[src/rtl/bcd_serial_counter.sv]
// Serial BCD counter: one shared digit incrementer walks the digits LSD-first,
// one digit per clock, stopping as soon as the carry dies out.
module bcd_serial_counter #(
  parameter int DIGITS = 4
) (
  input  logic                  clk,
  input  logic                  resetn,
  input  logic                  inc_req,
  input  logic                  clr,
  output logic                  busy,
  output logic                  done,
  output logic                  ovf,
  output logic [4*DIGITS-1:0]   digits,
  output logic [1:0]            state_dbg
);

  localparam int IW = (DIGITS > 1) ? $clog2(DIGITS) : 1;
  localparam logic [IW-1:0] LAST_IDX = IW'(DIGITS - 1);

  typedef enum logic [1:0] {
    S_IDLE = 2'd0,
    S_RUN  = 2'd1,
    S_DONE = 2'd2
  } state_t;

  state_t              state_q, state_d;
  logic [4*DIGITS-1:0] digits_q, digits_d;
  logic [IW-1:0]       idx_q, idx_d;
  logic                carry_q, carry_d;
  logic                ovf_q, ovf_d;

  logic [3:0]          cur_digit;
  logic [4:0]          sum;
  logic [3:0]          new_digit;
  logic                carry_out;

  // Handshake: inc_req is a level sampled only in IDLE; busy marks RUN and
  // done is a single-cycle pulse in DONE. Requests seen elsewhere are dropped.
  always_comb begin
    cur_digit = 4'd0;
    for (int i = 0; i < DIGITS; i++) begin
      if (idx_q == IW'(i)) cur_digit = digits_q[4*i +: 4];
    end
    // 5-bit sum so the >= 10 compare never sees a truncated value
    sum = {1'b0, cur_digit} + {4'd0, carry_q};
    if (sum >= 5'd10) begin
      new_digit = 4'd0;
      carry_out = 1'b1;
    end else begin
      new_digit = sum[3:0];
      carry_out = 1'b0;
    end
  end

  always_comb begin
    state_d  = state_q;
    digits_d = digits_q;
    idx_d    = idx_q;
    carry_d  = carry_q;
    ovf_d    = ovf_q;
    case (state_q)
      S_IDLE: begin
        if (inc_req) begin
          idx_d   = '0;
          carry_d = 1'b1;
          state_d = S_RUN;
        end
      end
      S_RUN: begin
        for (int i = 0; i < DIGITS; i++) begin
          if (idx_q == IW'(i)) digits_d[4*i +: 4] = new_digit;
        end
        carry_d = carry_out;
        if (!carry_out) begin
          state_d = S_DONE;
        end else if (idx_q == LAST_IDX) begin
          ovf_d   = 1'b1;
          state_d = S_DONE;
        end else begin
          idx_d = idx_q + IW'(1);
        end
      end
      S_DONE: state_d = S_IDLE;
      default: state_d = S_IDLE;
    endcase
    if (clr) begin
      state_d  = S_IDLE;
      digits_d = '0;
      idx_d    = '0;
      carry_d  = 1'b0;
      ovf_d    = 1'b0;
    end
  end

  always_ff @(posedge clk) begin
    if (!resetn) begin
      state_q  <= S_IDLE;
      digits_q <= '0;
      idx_q    <= '0;
      carry_q  <= 1'b0;
      ovf_q    <= 1'b0;
    end else begin
      state_q  <= state_d;
      digits_q <= digits_d;
      idx_q    <= idx_d;
      carry_q  <= carry_d;
      ovf_q    <= ovf_d;
    end
  end

  assign busy      = (state_q == S_RUN);
  assign done      = (state_q == S_DONE);
  assign ovf       = ovf_q;
  assign digits    = digits_q;
  assign state_dbg = state_q;

endmodule

[config.mk]
export PLATFORM = sky130hd
export DESIGN_NAME = bcd_serial_counter
export DESIGN_NICKNAME = d
export VERILOG_FILES = /design/src/rtl/bcd_serial_counter.sv
export SDC_FILE = /design/constraint.sdc
export NUM_CORES = 1
export LEC_CHECK = 0
export ABC_CLOCK_PERIOD_IN_PS = 6300
export CAP_MARGIN = 20
export CELL_PAD_IN_SITES_DETAIL_PLACEMENT = 1
export CELL_PAD_IN_SITES_GLOBAL_PLACEMENT = 1
export CORE_MARGIN = 2
export CORE_UTILIZATION = 40
export DETAILED_ROUTE_END_ITERATION = 12
export PLACE_DENSITY = 0.83
export SETUP_SLACK_MARGIN = 0.4
export SYNTH_ARGS = -nofsm -noshare
export SYNTH_HDL_FRONTEND = slang
export SYNTH_SLANG_ARGS = --single-unit
[constraint.sdc]
create_clock -name clk -period 6.3 [get_ports clk]
set_clock_uncertainty 0.15 [all_clocks]
set_input_delay 1.26 -clock clk [delete_from_list [all_inputs] [get_ports clk]]
set_output_delay 1.26 -clock clk [all_outputs]
set_load 0.05 [all_outputs]
==> results of run 1 <==
[cell usage in the layout, fill, tap and decap left out, types with 2 or more instances in the layout]
| cell type | n |
|---|---|
| sky130_fd_sc_hd__a211oi_1 | 3 |
| sky130_fd_sc_hd__a211oi_2 | 2 |
| sky130_fd_sc_hd__a21oi_1 | 15 |
| sky130_fd_sc_hd__clkbuf_4 | 3 |
| sky130_fd_sc_hd__clkdlybuf4s50_1 | 24 |
| sky130_fd_sc_hd__dfxtp_1 | 22 |
| sky130_fd_sc_hd__ha_1 | 6 |
| sky130_fd_sc_hd__inv_1 | 6 |
| sky130_fd_sc_hd__nand2_1 | 15 |
| sky130_fd_sc_hd__nand2b_1 | 6 |
| sky130_fd_sc_hd__nand3_1 | 8 |
| sky130_fd_sc_hd__nand3b_1 | 2 |
| sky130_fd_sc_hd__nand4_1 | 8 |
| sky130_fd_sc_hd__nor2_1 | 6 |
| sky130_fd_sc_hd__nor2b_1 | 4 |
| sky130_fd_sc_hd__nor3_1 | 3 |
| sky130_fd_sc_hd__nor3b_1 | 3 |
| sky130_fd_sc_hd__o21ai_0 | 7 |
| sky130_fd_sc_hd__o221ai_1 | 2 |
| sky130_fd_sc_hd__o31ai_1 | 4 |
| sky130_fd_sc_hd__or4_1 | 2 |
| sky130_fd_sc_hd__xnor2_1 | 2 |
[report_power, final]
part	leakage, uW	switching [uW]	internal [uW]	total, uW
Combinational	0.000284	11.6	5.70	17.3
Sequential	0.000177	1.02	140	141
Clock	0.0000210	44.6	35.4	79.9
Total	0.000483	57.2	181	238
[worst max-delay path: stages, from the launching register on]
cell and delay (ns):
sky130_fd_sc_hd__dfxtp_1 0.45, sky130_fd_sc_hd__inv_1 0.09, sky130_fd_sc_hd__ha_1 0.31, sky130_fd_sc_hd__nand2_1 0.11
sky130_fd_sc_hd__nor2_1 0.04, sky130_fd_sc_hd__a21oi_1 0.13, sky130_fd_sc_hd__nor2_1 0.05, sky130_fd_sc_hd__a21oi_1 0.12
sky130_fd_sc_hd__o21ai_0 0.09, sky130_fd_sc_hd__ha_1 0.25, sky130_fd_sc_hd__ha_1 0.35, sky130_fd_sc_hd__nand2b_1 0.14
sky130_fd_sc_hd__a41oi_1 0.13, sky130_fd_sc_hd__a311o_1 0.49, sky130_fd_sc_hd__or4_1 0.46, sky130_fd_sc_hd__a21oi_1 0.16
[through the flow]
step	worst slack (ns)	instances
final	2.70	199
after global routing	2.42	199
after CTS	2.72	199
after detailed placement	2.74	195
after global placement	3.01	195
after floorplan	3.20	147
[sequential cells by signal (all words and copies together), names as in the netlist]
signal,count
carry_q,1
digits,16
idx_q,2
ovf,1
state_dbg,2
[path summary, 6_finish.rpt]
| check | from | to | slack [ns] | cells after the start |
|---|---|---|---|---|
| max | idx_q[0]$_SDFFE_PP0P_ | idx_q[1]$_SDFFE_PP0P_ | 2.70 | 15 |
| min | digits[14]$_SDFFE_PP0P_ | digits[14]$_SDFFE_PP0P_ | 0.34 | 2 |
| max reg2reg | idx_q[0]$_SDFFE_PP0P_ | idx_q[1]$_SDFFE_PP0P_ | 2.70 | 15 |
| min reg2reg | digits[14]$_SDFFE_PP0P_ | digits[14]$_SDFFE_PP0P_ | 0.34 | 2 |
[cell families after synthesis]
kind of cell | synth area share
simple gates | 0.275
compound gates | 0.231
flops | 0.353
buf+inv | 0.0672
fa+ha+maj | 0.0602
xor+xnor | 0.0140
[cell usage after synthesis (2+ instances only)]
cell type / n / area [sq um]
sky130_fd_sc_hd__nor3b_1: 3 / 22.5
sky130_fd_sc_hd__nand2_1: 15 / 56.3
sky130_fd_sc_hd__nand2b_1: 6 / 37.5
sky130_fd_sc_hd__nor2b_1: 4 / 25.0
sky130_fd_sc_hd__nand3b_1: 2 / 15.0
sky130_fd_sc_hd__a211oi_1: 3 / 22.5
sky130_fd_sc_hd__o221ai_1: 2 / 17.5
sky130_fd_sc_hd__ha_1: 6 / 75.1
sky130_fd_sc_hd__o21ai_0: 7 / 35.0
sky130_fd_sc_hd__o31ai_1: 4 / 30.0
sky130_fd_sc_hd__clkbuf_1: 4 / 15.0
sky130_fd_sc_hd__nand3_1: 8 / 40.0
sky130_fd_sc_hd__nand4_1: 8 / 50.1
sky130_fd_sc_hd__a21oi_1: 15 / 75.1
sky130_fd_sc_hd__buf_6: 3 / 33.8
sky130_fd_sc_hd__or4_1: 2 / 15.0
sky130_fd_sc_hd__nor3_1: 3 / 15.0
sky130_fd_sc_hd__xnor2_1: 2 / 17.5
sky130_fd_sc_hd__dfxtp_1: 22 / 440
sky130_fd_sc_hd__inv_1: 6 / 22.5
sky130_fd_sc_hd__a211oi_2: 2 / 25.0
sky130_fd_sc_hd__nor2_1: 6 / 22.5
[metal layers]
| metal | up-vias | global-route usage | routed length (microns) |
|---|---|---|---|
| met4 | 0 | 0.0889 | 70 |
| li1 | 573 | - | - |
| met1 | 562 | 0.270 | 1590 |
| met2 | 23 | 0.384 | 1720 |
| met3 | 7 | 0.0325 | 82 |
| met5 | - | 0 | 0 |
[final cells by class]
cell class	instances	area, sq um	area share
Clock buffer	4	36.3	0.0241
Inverter	6	22.5	0.0150
Multi-Input combinational cell	110	723	0.481
Sequential cell	22	440	0.293
Tap cell	33	41.3	0.0275
Timing Repair Buffer	24	240	0.160
==> impl_metrics.sql, run 1 <==
INSERT INTO impl_metrics (metric_group, metric, value, unit) VALUES
('logic_synthesis', 'synth_fp_nets', '157', ''),
('timing', 'period_needed', '3.60', 'ns'),
('floorplanning', 'fp.dieH', '59.8', 'microns'),
('global_routing', 'grt-ovfl-total', '0', ''),
('logic_synthesis', 'post_synthesis_cell_area', '0.00125', 'sq mm'),
('cells_and_area', 'share_of_cells_above_drive_strength_1', '0.0542', ''),
('timing', 'setup_viol_count_final', '0', ''),
('routing', 'via_count', '1165', ''),
('timing', 'setup_tns', '0', 'ns'),
('floorplanning', 'coreArea', '0.00300', 'sq mm'),
('floorplanning', 'floorplan.rows', '20', ''),
('cts', 'clock_tree.htree_level_count', '1', ''),
('power', 'irDropWorstVdd', '0.0848', 'mV'),
('routing', 'antenna_violating_nets_post_route', '0', ''),
('worst_setup_path', 'setup.worst_path.start_class', 'register', ''),
('worst_setup_path', 'worst_path_maximum_fanout', '10', ''),
('cells_and_area', 'finish.net_count', '177', ''),
('logic_synthesis', 'ys_seq_elements', '22', ''),
('worst_setup_path', 'worstSetupEndpointType', 'register', ''),
('cts', 'clock_path_buffers', '2', ''),
('cts', 'clock_buffers_created_by_tritoncts', '3', ''),
('cells_and_area', 'syn_to_final_growth', '20.6', '%'),
('placement', 'place.gp.congestion', '0.756', ''),
('timing', 'timing.final.hold_violations', '0', ''),
('power', 'cell_area_power_density', '158', 'mW/mm^2'),
('logic_synthesis', 'postSynth.asyncResetShare', '0', ''),
('cts', 'clkLatencyLatePin', '0.32', 'ns'),
('floorplanning', 'ioPinCount', '25', ''),
('global_routing', 'antenna_found_initial', '0', ''),
('timing', 'timing.final.max_slew_violations', '0', ''),
('cts', 'clockRootBuffer', 'sky130_fd_sc_hd__clkbuf_4', ''),
('floorplanning', 'effective_utilization_at_floorplan', '0.415', ''),
('global_routing', 'grt_start_max_net_pins', '19', ''),
('timing', 'worst_slew_margin_rel', '0.524', ''),
('timing', 'grt_setup_unrepaired', 'false', ''),
('timing', 'min_period_over_period', '0.571', ''),
('cells_and_area', 'finish.instance_area', '0.00150', 'sq mm'),
('global_routing', 'grt_pass1_vias', '1243', ''),
('placement', 'port_buffers', '24', ''),
('timing', 'whs', '0.336', 'ns'),
('global_routing', 'gr-usage-all-layers', '0.221', ''),
('logic_synthesis', 'synth_top_flop_cell', 'sky130_fd_sc_hd__dfxtp_1', ''),
('cts', 'post_cts_buffers', '0', ''),
('run_status', 'run_status', 'finished, final reports clean', ''),
('routing', 'drtPass1Iterations', '4', ''),
('routing', 'drt_drc_violations_left', '0', ''),
('routing', 'routed_wire_length_per_instance', '17.4', 'microns'),
('logic_synthesis', 'seq_area_frac_synth', '0.353', ''),
('power', 'p_leak', '0.000483', 'uW'),
('routing', 'routed_wirelength', '3460', 'microns'),
('logic_synthesis', 'synthesis.area_per_instance', '8.49', 'sq um'),
('logic_synthesis', 'yosys.cell_types.count', '36', ''),
('cts', 'post_cts_resized', '0', ''),
('routing', 'drt-initial-drc-count', '36', ''),
('worst_setup_path', 'timing.setup.critical_path_class', 'register to register', ''),
('cts', 'clock_sinks', '22', ''),
('logic_synthesis', 'synthesis.yosys.warnings', '0', ''),
('logic_synthesis', 'edff_count_synth', '0', ''),
('power', 'power.total', '238', 'uW'),
('logic_synthesis', 'postSynthCellCount', '147', ''),
('flow_run', 'timing.max_cap.violations', '0', ''),
('min_path', 'hold_class', 'register to register', ''),
('timing', 'timing_limited_maximum_frequency', '278', 'MHz'),
('floorplanning', 'die_area', '0.00358', 'sq mm'),
('worst_setup_path', 'worst-endpoint-required', '6.40', 'ns'),
('cells_and_area', 'insertedDiodeCount', '0', ''),
('cts', 'clk_transition_reported_paths', '0.12', 'ns'),
('global_routing', 'grt_pass1_wl', '5840', 'microns'),
('placement', 'placement.cell_area', '0.00147', 'sq mm'),
('cts', 'cts_hold_buf', '0', ''),
('cts', 'clock_tree_from_tritoncts', 'built', ''),
('floorplanning', 'die_w', '59.8', 'microns'),
('cells_and_area', 'fillers', '355', ''),
('routing', 'vias_per_cell', '5.85', ''),
('worst_setup_path', 'timing.critical_path.arrival', '3.69', 'ns'),
('cells_and_area', 'utilization_after_layout', '0.501', ''),
('timing', 'worstMarginPinSlew', '0.709', 'ns'),
('placement', 'place_hpwl', '2680', 'microns');
No activity file was read; power rests on OpenSTA's default activity.
==> inputs of run 2 (changes only) <==
Settings changed: ABC_CLOCK_PERIOD_IN_PS 6300 to 2900, CORE_UTILIZATION 40 to 34, PLACE_DENSITY 0.83 to 0.75.
Clock period 6.3 ns to 2.9 ns, I/O delays scaled along.
==> impl_metrics.sql, run 2 (same netlist as run 1, synthesis figures left out) <==
INSERT INTO impl_metrics (metric_group, metric, value, unit) VALUES
('cts', 'clock_sinks', '22', ''),
('routing', 'drt-initial-drc-count', '54', ''),
('worst_setup_path', 'timing.reg2reg.worst_path_depth', '16', ''),
('routing', 'antenna_violating_nets_post_route', '0', ''),
('timing', 'worstMarginPinSlew', '0.621', 'ns'),
('timing', 'whs', '0.333', 'ns'),
('routing', 'via_count', '1401', ''),
('timing', 'setup_viol_count_final', '9', ''),
('floorplanning', 'ioPinCount', '25', ''),
('floorplanning', 'effective_utilization_at_floorplan', '0.346', ''),
('worst_setup_path', 'setup.worst_path.start_class', 'register', ''),
('placement', 'place.gp.congestion', '0.797', ''),
('placement', 'place_hpwl', '2690', 'microns'),
('cells_and_area', 'syn_to_final_growth', '65.5', '%'),
('cells_and_area', 'most-common-layout-cells', 'sky130_fd_sc_hd__clkdlybuf4s50_1 (23), sky130_fd_sc_hd__buf_4 (23), sky130_fd_sc_hd__dfxtp_1 (19), sky130_fd_sc_hd__nand2_1 (13), sky130_fd_sc_hd__buf_6 (9)', ''),
('routing', 'wl_met1', '2000', 'microns'),
('timing', 'setup_tns', '-0.586', 'ns'),
('power', 'internal-power', '439', 'uW'),
('cts', 'clkLatencyLatePin', '0.27', 'ns'),
('timing', 'final.setup.worst_slack', '-0.138', 'ns'),
('floorplanning', 'floorplan.rows', '22', ''),
('cts', 'clockRootBuffer', 'sky130_fd_sc_hd__clkbuf_8', ''),
('power', 'power.total', '578', 'uW'),
('placement', 'place_ws', '-0.0470', 'ns'),
('global_routing', 'grt_start_max_net_pins', '16', ''),
('min_path', 'holdCritStartpoint', 'digits[8]$_SDFFE_PP0P_', ''),
('cts', 'clk_transition_reported_paths', '0.09', 'ns'),
('cells_and_area', 'largest_register_ff_count', '16', ''),
('floorplanning', 'die_w', '64.6', 'microns'),
('power', 'pwr-share-clk', '0.395', ''),
('cells_and_area', 'insertedDiodeCount', '0', ''),
('timing', 'timing.final.hold_violations', '0', ''),
('global_routing', 'grt_pass1_vias', '1472', ''),
('timing', 'grt_setup_unrepaired', 'true', ''),
('min_path', 'whs_path_depth', '2', ''),
('power', 'power.net_switching', '139', 'uW'),
('min_path', 'hold_class', 'register to register', ''),
('cells_and_area', 'finish.net_count', '209', ''),
('routing', 'routed_wire_length_per_instance', '19.8', 'microns'),
('worst_setup_path', 'worst_path_maximum_fanout', '4', ''),
('cts', 'clock_path_buffers', '2', ''),
('timing', 'timing.final.max_slew_violations', '0', ''),
('global_routing', 'gr-usage-all-layers', '0.228', ''),
('timing', 'timing_limited_maximum_frequency', '329', 'MHz'),
('worst_setup_path', 'worst-endpoint-required', '2.95', 'ns'),
('routing', 'highest_layer', 'met4', ''),
('timing', 'period_needed', '3.04', 'ns'),
('worst_setup_path', 'timing.setup.critical_path_class', 'register to register', ''),
('run_status', 'failed_checks', 'setup timing', ''),
('power', 'sequential_cell_fraction_of_total_power', '0.526', ''),
('floorplanning', 'fp.dieH', '64.6', 'microns'),
('routing', 'routed-wl-met3', '164', 'microns'),
('power', 'irDropWorstVdd', '0.184', 'mV'),
('min_path', 'hold_path_end', 'digits[8]$_SDFFE_PP0P_', ''),
('timing', 'min_period_over_period', '1.05', ''),
('power', 'sw_frac_of_total', '0.240', ''),
('global_routing', 'antenna_found_initial', '0', ''),
('worst_setup_path', 'worstSetupEndpointType', 'register', ''),
('worst_setup_path', 'regToRegEndpoint', 'idx_q[1]$_SDFFE_PP0P_', ''),
('routing', 'vias_per_cell', '5.70', ''),
('cts', 'clock_buffers_created_by_tritoncts', '3', ''),
('cells_and_area', 'utilization_after_layout', '0.573', ''),
('routing', 'met2RoutedLength', '2510', 'microns'),
('cells_and_area', 'share_of_cells_above_drive_strength_1', '0.384', ''),
('run_status', 'run_status', 'finished with violations', ''),
('cts', 'clock_tree.htree_level_count', '1', ''),
('worst_setup_path', 'timing.critical_path.arrival', '3.09', 'ns'),
('routing', 'routed_wirelength', '4860', 'microns'),
('routing', 'drtPass1Iterations', '4', ''),
('floorplanning', 'coreArea', '0.00361', 'sq mm'),
('cells_and_area', 'fillers', '408', ''),
('power', 'p_leak', '0.000716', 'uW'),
('timing', 'worst_slew_margin_rel', '0.585', ''),
('global_routing', 'grt-ovfl-total', '0', ''),
('cts', 'cts_hold_buf', '0', ''),
('worst_setup_path', 'register_to_register_path_setup_slack', '-0.14', 'ns'),
('routing', 'drt_drc_violations_left', '0', ''),
('power', 'comb_power_share', '0.079', ''),
('flow_run', 'timing.max_cap.violations', '0', ''),
('cts', 'clock_tree_from_tritoncts', 'built', ''),
('global_routing', 'grt_pass1_wl', '7230', 'microns'),
('worst_setup_path', 'r2r_start', 'idx_q[1]$_SDFFE_PP0P_', ''),
('floorplanning', 'die_area', '0.00417', 'sq mm'),
('placement', 'port_buffers', '24', ''),
('power', 'cell_area_power_density', '280', 'mW/mm^2');
==> run 2: how the worst max path moves through the flow <==
stage / endpoint / cells after the start / slack [ns] / startpoint
after CTS: idx_q[0]$_SDFFE_PP0P_ / 15 / 0.03 / idx_q[0]$_SDFFE_PP0P_
after global placement: idx_q[0]$_SDFFE_PP0P_ / 15 / 0.08 / idx_q[0]$_SDFFE_PP0P_
after global routing: idx_q[1]$_SDFFE_PP0P_ / 16 / -0.22 / idx_q[1]$_SDFFE_PP0P_
after floorplan: idx_q[1]$_SDFFE_PP0P_ / 15 / 0.08 / idx_q[1]$_SDFFE_PP0P_
final: idx_q[1]$_SDFFE_PP0P_ / 16 / -0.14 / idx_q[1]$_SDFFE_PP0P_
after detailed placement: idx_q[0]$_SDFFE_PP0P_ / 15 / -0.05 / idx_q[0]$_SDFFE_PP0P_
==> run 2: layout make-up <==
cell class                 count  area [sq um]  share of cell area
multi-input combinational    110           956               0.463
clock buffer                   4          55.1              0.0267
inverter                       6          27.5              0.0133
timing repair buffer          56           517               0.250
sequential                    22           449               0.218
tap                           48          60.1              0.0291
==> run 2: power by group through the flow <==
| stage | logic, uW | registers, uW | clock network, uW |
|---|---|---|---|
| floorplan | 21.2 | 315 | 0 |
| global placement | 40.4 | 312 | 0 |
| detailed placement | 41.0 | 312 | 0 |
| CTS | 42.2 | 304 | 230 |
| global route | 48.7 | 305 | 248 |
| finish | 45.7 | 304 | 228 |
==> run 2: what timing repair did <==
item	CTS	global route
gates cloned	0	0
setup buffers	15	6
endpoints found under the hold margin	0	0
endpoints found under the setup margin	22	23
pin swaps	12	11
gates resized for setup	27	25
==> run 2: metrics by stage <==
step | instances | instance area, sq um
after floorplan | 147 | 1300
after global placement | 221 | 1620
after detailed placement | 221 | 1620
after CTS | 240 | 1890
after global routing | 246 | 2060
final | 246 | 2060
==> run 2: routing by layer <==
metal | GRT usage | vias up
met1 | 0.253 | 695
li1 | - | 638
met4 | 0.117 | 0
met3 | 0.0365 | 21
met5 | 0 | -
met2 | 0.418 | 47
==> run 2: critical path: stages, from the launching register on <==
cell and delay (ns):
sky130_fd_sc_hd__dfxtp_4 0.39, sky130_fd_sc_hd__inv_4 0.05, sky130_fd_sc_hd__ha_4 0.16, sky130_fd_sc_hd__nand2_4 0.07, sky130_fd_sc_hd__nor2_4 0.03, sky130_fd_sc_hd__a21oi_2 0.09
sky130_fd_sc_hd__nor2_1 0.05, sky130_fd_sc_hd__a21oi_1 0.16, sky130_fd_sc_hd__o21ai_1 0.11, sky130_fd_sc_hd__ha_2 0.22, sky130_fd_sc_hd__ha_4 0.27, sky130_fd_sc_hd__buf_6 0.09
sky130_fd_sc_hd__buf_6 0.10, sky130_fd_sc_hd__nor3_4 0.04, sky130_fd_sc_hd__a311o_1 0.39, sky130_fd_sc_hd__or4_1 0.44, sky130_fd_sc_hd__a21oi_2 0.14
==> inputs of run 3 (changes only) <==
Settings changed: CORE_MARGIN 2 to default, REMOVE_ABC_BUFFERS from default to 1, SLEW_MARGIN from default to 0.
==> impl_metrics.sql, run 3 (same netlist as run 1, synthesis figures left out) <==
INSERT INTO impl_metrics (metric_group, metric, value, unit) VALUES
('routing', 'drt-initial-drc-count', '71', ''),
('cells_and_area', 'largest_register_ff_count', '16', ''),
('power', 'cell_area_power_density', '295', 'mW/mm^2'),
('timing', 'period_needed', '3.08', 'ns'),
('power', 'pwr-share-clk', '0.418', ''),
('placement', 'place.gp.congestion', '0.878', ''),
('floorplanning', 'die_w', '62.6', 'microns'),
('min_path', 'hold_class', 'register to register', ''),
('global_routing', 'grt_pass1_vias', '1373', ''),
('cts', 'clock_tree_from_tritoncts', 'built', ''),
('worst_setup_path', 'timing.setup.critical_path_class', 'register to register', ''),
('flow_run', 'timing.max_cap.violations', '0', ''),
('cells_and_area', 'syn_to_final_growth', '63.4', '%'),
('global_routing', 'grt-ovfl-total', '0', ''),
('timing', 'setup_viol_count_final', '14', ''),
('placement', 'port_buffers', '24', ''),
('worst_setup_path', 'worst-endpoint-required', '3.04', 'ns'),
('run_status', 'run_status', 'finished with violations', ''),
('worst_setup_path', 'timing.critical_path.arrival', '3.22', 'ns'),
('placement', 'place_hpwl', '2800', 'microns'),
('cts', 'clkLatencyLatePin', '0.35', 'ns'),
('routing', 'antenna_violating_nets_post_route', '0', ''),
('cts', 'clockRootBuffer', 'sky130_fd_sc_hd__clkbuf_4', ''),
('power', 'irDropWorstVdd', '0.188', 'mV'),
('power', 'sequential_cell_fraction_of_total_power', '0.507', ''),
('cells_and_area', 'final_common_cell', 'sky130_fd_sc_hd__clkdlybuf4s50_1', ''),
('timing', 'worst_slew_margin_rel', '0.565', ''),
('min_path', 'hold_path_end', 'digits[15]$_SDFFE_PP0P_', ''),
('timing', 'worstMarginPinSlew', '0.651', 'ns'),
('floorplanning', 'ioPinCount', '25', ''),
('routing', 'routed_wirelength', '5160', 'microns'),
('worst_setup_path', 'setup.worst_path.start_class', 'register', ''),
('cells_and_area', 'most-common-layout-cells', 'sky130_fd_sc_hd__clkdlybuf4s50_1 (23), sky130_fd_sc_hd__buf_4 (21), sky130_fd_sc_hd__dfxtp_1 (20), sky130_fd_sc_hd__nand2_1 (13), sky130_fd_sc_hd__a21oi_1 (12)', ''),
('routing', 'via_count', '1414', ''),
('cts', 'clock_sinks', '22', ''),
('floorplanning', 'coreArea', '0.00342', 'sq mm'),
('routing', 'drt_drc_violations_left', '0', ''),
('power', 'power.total', '601', 'uW'),
('cells_and_area', 'finish.net_count', '208', ''),
('worst_setup_path', 'worstSetupEndpointType', 'register', ''),
('floorplanning', 'fp.dieH', '62.6', 'microns'),
('global_routing', 'gr-usage-all-layers', '0.215', ''),
('floorplanning', 'effective_utilization_at_floorplan', '0.365', ''),
('floorplanning', 'floorplan.rows', '21', ''),
('routing', 'routed_wire_length_per_instance', '21.2', 'microns'),
('global_routing', 'grt_pass1_wl', '6640', 'microns'),
('placement', 'place_ws', '-0.110', 'ns'),
('run_status', 'failed_checks', 'setup timing', ''),
('timing', 'timing_limited_maximum_frequency', '325', 'MHz'),
('power', 'internal-power', '458', 'uW'),
('cells_and_area', 'share_of_cells_above_drive_strength_1', '0.365', ''),
('worst_setup_path', 'register_to_register_path_setup_slack', '-0.18', 'ns'),
('cells_and_area', 'insertedDiodeCount', '0', ''),
('routing', 'vias_per_cell', '5.82', ''),
('worst_setup_path', 'regToRegEndpoint', 'idx_q[0]$_SDFFE_PP0P_', ''),
('cts', 'clock_path_buffers', '2', ''),
('power', 'p_leak', '0.000698', 'uW'),
('min_path', 'holdCritStartpoint', 'digits[15]$_SDFFE_PP0P_', ''),
('power', 'comb_power_share', '0.075', ''),
('power', 'power.net_switching', '143', 'uW'),
('global_routing', 'antenna_found_initial', '0', ''),
('timing', 'grt_setup_unrepaired', 'true', ''),
('floorplanning', 'die_area', '0.00392', 'sq mm'),
('timing', 'timing.final.hold_violations', '0', ''),
('timing', 'min_period_over_period', '1.06', ''),
('timing', 'whs', '0.343', 'ns'),
('power', 'sw_frac_of_total', '0.239', ''),
('cts', 'clk_transition_reported_paths', '0.14', 'ns'),
('cts', 'clock_buffers_created_by_tritoncts', '3', ''),
('cts', 'clock_tree.htree_level_count', '1', ''),
('worst_setup_path', 'timing.reg2reg.worst_path_depth', '15', ''),
('worst_setup_path', 'r2r_start', 'idx_q[0]$_SDFFE_PP0P_', ''),
('timing', 'timing.final.max_slew_violations', '0', ''),
('routing', 'drtPass1Iterations', '4', ''),
('min_path', 'whs_path_depth', '2', ''),
('timing', 'final.setup.worst_slack', '-0.180', 'ns'),
('global_routing', 'grt_start_max_net_pins', '16', ''),
('worst_setup_path', 'worst_path_maximum_fanout', '4', '');
run 3: routing by layer:
metal,GRT usage,wire (microns),vias to the layer above
li1,-,-,639
met1,0.252,2120,709
met2,0.376,2620,45
met3,0.0292,218,21
met4,0.116,199,0
met5,0,0,-
run 3: per-stage QoR:
stage,util,cells,cell area (sq um),TNS (ns)
final,0.597,243,2040,-1.40
after global routing,0.597,243,2040,-2.43
after CTS,0.540,235,1840,0
after detailed placement,0.478,228,1630,-0.208
after global placement,0.478,228,1630,0
after floorplan,-,138,1190,-0.450
run 3: final cells by class:
class,count,area [sq um]
fillers,390,1380
multi-input cells,110,940
repair buffers,55,513
flip-flops and latches,22,448
well taps,46,57.6
clock inverters,1,30.0
inverters,6,27.5
clock buffers,3,22.5
run 3: worst max-delay path by stage:
| stage | startpoint | endpoint | cells past startpoint |
|---|---|---|---|
| 2_1_floorplan | idx_q[0]$_SDFFE_PP0P_ | idx_q[1]$_SDFFE_PP0P_ | 15 |
| 3_3_place_gp | idx_q[0]$_SDFFE_PP0P_ | idx_q[1]$_SDFFE_PP0P_ | 15 |
| 3_5_place_dp | idx_q[0]$_SDFFE_PP0P_ | idx_q[1]$_SDFFE_PP0P_ | 15 |
| 4_1_cts | idx_q[0]$_SDFFE_PP0P_ | idx_q[1]$_SDFFE_PP0P_ | 15 |
| 5_1_grt | idx_q[0]$_SDFFE_PP0P_ | idx_q[0]$_SDFFE_PP0P_ | 15 |
| 6_report | idx_q[0]$_SDFFE_PP0P_ | idx_q[0]$_SDFFE_PP0P_ | 15 |
run 3: repair_timing:
action	4_1_cts	5_1_grt
gates cloned	0	0
buffers inserted	3	8
hold buffers	0	0
pin swaps	17	16
endpoints found under the setup margin	23	23
resized for setup	36	29
run 3: power groups by stage:
| stage | registers, uW | logic (uW) | clock network (uW) |
|---|---|---|---|
| after global routing | 305 | 46.9 | 267 |
| after CTS | 306 | 41.4 | 246 |
| after detailed placement | 313 | 41.0 | 0 |
| final | 305 | 45.0 | 251 |
| after global placement | 313 | 39.9 | 0 |
| after floorplan | 316 | 19.5 | 0 |
run 3: critical path, stage by stage, from the launching register on:
cell and delay, ns:
sky130_fd_sc_hd__dfxtp_4 0.40, sky130_fd_sc_hd__inv_4 0.05, sky130_fd_sc_hd__ha_4 0.16, sky130_fd_sc_hd__nand2_4 0.07, sky130_fd_sc_hd__nor2_4 0.03, sky130_fd_sc_hd__a21oi_2 0.10, sky130_fd_sc_hd__nor2_1 0.06, sky130_fd_sc_hd__a21oi_1 0.17
sky130_fd_sc_hd__o21ai_1 0.11, sky130_fd_sc_hd__ha_2 0.22, sky130_fd_sc_hd__ha_4 0.29, sky130_fd_sc_hd__nand2b_4 0.13, sky130_fd_sc_hd__a41oi_2 0.13, sky130_fd_sc_hd__a311o_1 0.36, sky130_fd_sc_hd__or4_1 0.45, sky130_fd_sc_hd__a21oi_2 0.14
